[src/rtl/upower_rf_pkg.sv]
// upower_rf_pkg: shared sizes and types for the uPOWER register file and its write-back unit
package upower_rf_pkg;
  localparam int N = 64;
  localparam int R = 32;
  localparam int ASIZE = $clog2(R);
  localparam int CNT_W = 2;
  typedef logic [ASIZE-1:0] rid_t;
  typedef struct packed {
    rid_t rd;
    logic [N-1:0] data;
  } wb_entry_t;
  typedef enum logic {SRC_ALU = 1'b0, SRC_LD = 1'b1} src_e;
endpackage

[src/rtl/upower_wb_buf.sv]
// upower_wb_buf: one-entry valid/ready holding register in front of the write port
module upower_wb_buf
  import upower_rf_pkg::*;
(
  input  logic      clk,
  input  logic      rst,
  input  logic      in_valid,
  output logic      in_ready,
  input  wb_entry_t in_entry,
  input  logic      grant,
  output logic      full,
  output wb_entry_t entry
);
  // A granted entry leaves at this edge, so the slot can be refilled without a bubble
  assign in_ready = !full || grant;
  always_ff @(posedge clk)
    if (rst) full <= 1'b0;
    else if (in_valid && in_ready) full <= 1'b1;
    else if (grant) full <= 1'b0;
  always_ff @(posedge clk)
    if (in_valid && in_ready) entry <= in_entry;
endmodule

[src/rtl/upower_wb_unit.sv]
// upower_wb_unit: arbitrates ALU/load results onto the register file write port and tracks pending writes
module upower_wb_unit
  import upower_rf_pkg::*;
(
  input  logic             clk,
  input  logic             rst,
  input  logic             alu_valid,
  output logic             alu_ready,
  input  logic [ASIZE-1:0] alu_rd,
  input  logic [N-1:0]     alu_data,
  input  logic             ld_valid,
  output logic             ld_ready,
  input  logic [ASIZE-1:0] ld_rd,
  input  logic [N-1:0]     ld_data,
  input  logic             iss_valid,
  input  logic [ASIZE-1:0] iss_rd,
  output logic             iss_ready,
  output logic [R-1:0]     busy,
  output logic             rf_wr,
  output logic [ASIZE-1:0] rf_wid,
  output logic [N-1:0]     rf_wdata,
  output logic             byp_valid,
  output logic [ASIZE-1:0] byp_rd,
  output logic [N-1:0]     byp_data
);
  logic a_full, l_full, a_grant, l_grant;
  wb_entry_t a_entry, l_entry;
  src_e last_grant;
  logic [R-1:0] sat;
  upower_wb_buf u_alu (
    .clk(clk), .rst(rst), .in_valid(alu_valid), .in_ready(alu_ready),
    .in_entry({alu_rd, alu_data}), .grant(a_grant), .full(a_full), .entry(a_entry)
  );
  upower_wb_buf u_ld (
    .clk(clk), .rst(rst), .in_valid(ld_valid), .in_ready(ld_ready),
    .in_entry({ld_rd, ld_data}), .grant(l_grant), .full(l_full), .entry(l_entry)
  );
  // On a collision the source that lost last time wins
  assign l_grant = l_full && (!a_full || last_grant == SRC_ALU);
  assign a_grant = a_full && !l_grant;
  always_ff @(posedge clk)
    if (rst) begin
      rf_wr <= 1'b0;
      rf_wid <= '0;
      rf_wdata <= '0;
      last_grant <= SRC_ALU;
    end else begin
      rf_wr <= a_grant || l_grant;
      if (a_grant || l_grant) {rf_wid, rf_wdata} <= l_grant ? l_entry : a_entry;
      if (a_full && l_full) last_grant <= l_grant ? SRC_LD : SRC_ALU;
    end
  for (genvar i = 0; i < R; i++) begin : g_sb
    logic [CNT_W-1:0] cnt;
    logic inc, dec;
    assign inc = iss_valid && iss_ready && iss_rd == ASIZE'(i);
    assign dec = rf_wr && rf_wid == ASIZE'(i);
    always_ff @(posedge clk) begin
      assert (rst || !dec || cnt != '0) else $error("write to register %0d with no outstanding issue", i);
      if (rst) cnt <= '0;
      else if (inc && !dec) cnt <= cnt + 1'b1;
      else if (dec && !inc && cnt != '0) cnt <= cnt - 1'b1;
    end
    assign busy[i] = |cnt;
    assign sat[i] = &cnt;
  end
  assign iss_ready = !sat[iss_rd];
  assign byp_valid = rf_wr;
  assign byp_rd = rf_wid;
  assign byp_data = rf_wdata;
endmodule
[config.mk]
export PLATFORM = sky130hd
export DESIGN_NAME = upower_wb_unit
export DESIGN_NICKNAME = d
export VERILOG_FILES = /design/src/rtl/upower_rf_pkg.sv /design/src/rtl/upower_wb_buf.sv /design/src/rtl/upower_wb_unit.sv
export SDC_FILE = /design/constraint.sdc
export NUM_CORES = 1
export LEC_CHECK = 0
export BUFFER_PORTS_ARGS = -buffer_cell sky130_fd_sc_hd__buf_2
export CAP_MARGIN = 20
export CELL_PAD_IN_SITES_DETAIL_PLACEMENT = 0
export CELL_PAD_IN_SITES_GLOBAL_PLACEMENT = 2
export CORE_ASPECT_RATIO = 2
export CORE_UTILIZATION = 30
export CTS_CLUSTER_DIAMETER = 200
export DETAILED_ROUTE_END_ITERATION = 16
export PLACE_DENSITY_LB_ADDON = 0.1
export SYNTH_ARGS = -nofsm -noshare
export SYNTH_HDL_FRONTEND = slang
export SYNTH_SLANG_ARGS = --single-unit
[constraint.sdc]
create_clock -name clk -period 2.54 [get_ports clk]
set_input_delay 0.508 -clock clk [delete_from_list [all_inputs] [get_ports clk]]
set_output_delay 0.508 -clock clk [all_outputs]
set_load 0.02 [all_outputs]
==> metrics.txt <==
worst hold path stage count 1; clock transition at the register clock pins on the worst setup and hold paths after CTS 0.07 ns; post-synthesis to final-layout area growth 30.35%; dpl hpwl 27550 µm; hold buffer count at cts 0; Layout Utilization 0.3981; share of synthesized flip-flops with an asynchronous set or reset 0; RSZ-0062 raised after global routing true; standard-cell rows 102; post-place setup slack -0.2197 ns; CTS Buf Count 29; primary flip-flop cell chosen by synthesis mapping sky130_fd_sc_hd__edfxtp_1; terminating pin of the worst hold path u_ld.entry[48]; input/output buffers 322; total power density per cell area 694.3 nW/µm²; max-slew violations 0; GR Util All Layers 0.1813; Peak supply drop 552.5 µV; Worst-Skew Late Latency 0.55 ns; Req. time, crit path 2.03 ns; unique cell type count in the Yosys netlist 66; total vias in the final route 9179; number of violations reported at the end of detailed-routing iteration 0 278; final-report hold violation count 0; Worst Path Class, Setup flip-flop to output port; fraction of final layout cells with drive strength greater than 1 0.3689; run status finished with violations; number of flops mapped to enable cells by yosys 138; drt via density 4.662; Boundary Pins 323; total of flip-flops plus latches after synthesis 275; share of the synthesized area in the top cell type 0.3486; sequential element share of the synthesized area 0.5792; mean routed wirelength per cell 18.66 µm; nets in the synthesized netlist 1237; Worst Slack Setup Final -0.2848 ns; first drt pass iteration count 6; H-tree depth reported by CTS 1; area enclosed by the die boundary 40480 µm²; global placement routability congestion 0.7839; portion of the clock cycle consumed by the worst path in the final layout 1.112; number of global-route vias before repair 9196; capture point of the worst reg-to-reg path g_sb[4].cnt[0]; Gate Count Post-Synth 1089; initial antenna violation count 9; max capacitance violation total 0; Synth Cell Area 11890 µm²; critical path capture point type output port; Leakage Power 0.006449 µW; number of cells in the design after placement 1906; violations in the final reports negative setup slack; start point of the worst min-delay path ld_data[48]; pin count of the biggest net entering global routing 70; Hold/Removal Path Class primary input to flip-flop; first-pass GRT wire length 54600 µm; overall overflow remaining after global route 0; arrival time at the worst endpoint 2.32 ns; mean cell area of the mapped netlist 10.92 µm²; Period minus WS final 2.825 ns; core footprint 38920 µm²; post-route non-filler standard cell count 1969; number of DRC violations after detailed routing 0; die span in x 142.8 µm; count of nets left with antenna violations after detail routing 0; die span in y 283.5 µm; slew at the pin closest to its max-slew limit 0.9684 ns; Worst R2R Start g_sb[3].cnt[0]; synth top area cells sky130_fd_sc_hd__edfxtp_1 35%, sky130_fd_sc_hd__dfxtp_1 23%, sky130_fd_sc_hd__mux2i_1 5.8%; headroom to the max-slew limit 0.3519; CTS tree built; worst r2r path cells 8; root buffer cell sky130_fd_sc_hd__clkbuf_16; launching element type of the critical path flip-flop; clock buffer depth 3; Routed WL 36740 µm; Max Clock Skew 0.007053 ns; Yosys Warn Count 0; Initial Util 0.3054; cell type contributing the most total cell area after synthesis sky130_fd_sc_hd__edfxtp_1; Hold Worst Slack 0.1248 ns; register-to-register path setup slack 0.11 ns; Setup-failing EPs final 1; maximum clock frequency 354.0 MHz; CTS sink count 275; maximum fanout count along the critical path 2; net count reported at finish 1571
[how the worst max path moves through the flow]
stage,endpoint,slack (ns),from,cells past startpoint
floorplan,g_sb[3].cnt[0],0.02,iss_rd[1],8
global placement,iss_ready,-0.21,iss_rd[0],6
detailed placement,g_sb[25].cnt[0],-0.22,iss_rd[0],9
CTS,iss_ready,-0.34,g_sb[0].cnt[0],6
global route,iss_ready,-0.39,g_sb[2].cnt[0],6
finish,iss_ready,-0.28,g_sb[3].cnt[0],6
[sequential cells by signal (all words and copies together) (netlist names)]
register / flops
g_sb.cnt: 64
u_alu.full: 1
byp_valid: 1
u_alu.entry: 69
u_ld.entry: 69
byp_rd: 5
byp_data: 64
u_ld.full: 1
last_grant: 1
[kinds of logic after synthesis]
group / Yosys count / share of synthesized area
buf+inv: 151 / 0.07199
xor+xnor: 16 / 0.01179
mux: 74 / 0.06756
compound gates: 220 / 0.1175
simple gates: 353 / 0.1520
flops: 275 / 0.5792
[layout make-up]
cell class | count | area [µm²]
diodes | 4 | 10.01
clock buffers | 36 | 782.0
clock inverters | 17 | 247.7
fillers | 3873 | 23430
inverters | 29 | 108.9
multi-input cells | 663 | 4210
flip-flops and latches | 275 | 6893
well taps | 520 | 650.6
repair buffers | 425 | 2595
[cells in the final DEF (no fill, tap or decap), types with 5 or more instances in the layout]
| cell | Yosys | layout |
|---|---|---|
| sky130_fd_sc_hd__nor3_1 | 48 | 46 |
| sky130_fd_sc_hd__or3b_1 | 5 | 5 |
| sky130_fd_sc_hd__buf_4 | 73 | 86 |
| sky130_fd_sc_hd__edfxtp_1 | 138 | 138 |
| sky130_fd_sc_hd__or2_2 | 19 | 19 |
| sky130_fd_sc_hd__a21oi_1 | 41 | 41 |
| sky130_fd_sc_hd__xor2_1 | 8 | 8 |
| sky130_fd_sc_hd__o31ai_1 | 8 | 8 |
| sky130_fd_sc_hd__o221a_2 | 7 | 7 |
| sky130_fd_sc_hd__buf_2 | 6 | 321 |
| sky130_fd_sc_hd__dfxtp_1 | 137 | 132 |
| sky130_fd_sc_hd__a221oi_1 | 8 | 8 |
| sky130_fd_sc_hd__inv_1 | 29 | 29 |
| sky130_fd_sc_hd__a21o_1 | 7 | 7 |
| sky130_fd_sc_hd__and3_1 | 10 | 10 |
| sky130_fd_sc_hd__buf_12 | 0 | 16 |
| sky130_fd_sc_hd__nor3b_1 | 9 | 9 |
| sky130_fd_sc_hd__nor2_1 | 49 | 49 |
| sky130_fd_sc_hd__mux2i_1 | 69 | 69 |
| sky130_fd_sc_hd__mux4_2 | 5 | 5 |
| sky130_fd_sc_hd__bufinv_16 | 0 | 6 |
| sky130_fd_sc_hd__nor2b_1 | 7 | 7 |
| sky130_fd_sc_hd__nand2_1 | 124 | 124 |
| sky130_fd_sc_hd__xnor2_1 | 8 | 8 |
| sky130_fd_sc_hd__nand2b_1 | 17 | 17 |
| sky130_fd_sc_hd__clkbuf_16 | 0 | 29 |
| sky130_fd_sc_hd__o21a_1 | 12 | 12 |
| sky130_fd_sc_hd__nor4_1 | 20 | 20 |
| sky130_fd_sc_hd__and2_4 | 0 | 5 |
| sky130_fd_sc_hd__o21ai_0 | 92 | 92 |
| sky130_fd_sc_hd__a31oi_1 | 5 | 5 |
| sky130_fd_sc_hd__dfxtp_2 | 0 | 5 |
| sky130_fd_sc_hd__nand3_1 | 14 | 14 |
| sky130_fd_sc_hd__a211oi_1 | 11 | 11 |
[timing repair]
item,in CTS,in global routing
endpoints found under the setup margin,1,2
resized for setup,12,1
pin swaps,1,0
setup buffers,6,0
[power breakdown]
| group | total, µW | internal [µW] | switching (µW) |
|---|---|---|---|
| logic | 1130 | 433 | 694 |
| clock network | 4590 | 2790 | 1800 |
| registers | 5040 | 4910 | 137 |
[cell usage after synthesis, drive strengths merged (2+ instances only)]
library cell	count
edfxtp	138
dfxtp	137
nand2	124
o21ai	94
buf	87
mux2i	69
nor2	50
nor3	48
a21oi	41
clkbuf	35
inv	29
nor4	25
or2	19
nand2b	17
nand3	14
o21a	12
a211oi	11
a221oi	11
and3	10
and2	9
nor3b	9
o31ai	8
or3b	8
xnor2	8
xor2	8
a21o	7
nor2b	7
o221a	7
a31oi	5
mux4	5
a211o	4
and4b	3
o22ai	3
o31a	3
nand3b	2
nand4	2
nand4bb	2
[stage by stage]
stage	setup TNS, ns	area, µm²	total power, µW
after floorplan	0	11910	5808
after global placement	-2.575	14380	6280
after detailed placement	-3.955	14380	6291
after CTS	-0.3415	15480	10960
after global routing	-0.3865	15490	11230
final	-0.2848	15500	10760
[worst max-delay path, cell delays in order, from the launching register on]
cell and delay, ns:
sky130_fd_sc_hd__dfxtp_2 0.32, sky130_fd_sc_hd__and2_4 0.15, sky130_fd_sc_hd__mux4_2 0.48, sky130_fd_sc_hd__a2111o_1 0.41, sky130_fd_sc_hd__buf_6 0.14, sky130_fd_sc_hd__o32ai_4 0.12, sky130_fd_sc_hd__buf_6 0.15
[metal layers]
metal  part of all wire  global-route usage  wire length [µm]
met1               0.34              0.1741             12560
met2               0.56              0.3572             20650
met3              0.059             0.04252              2171
met4              0.035             0.07312              1297
met5             0.0014                   0                50
Power figures use the tool's default switching activity.
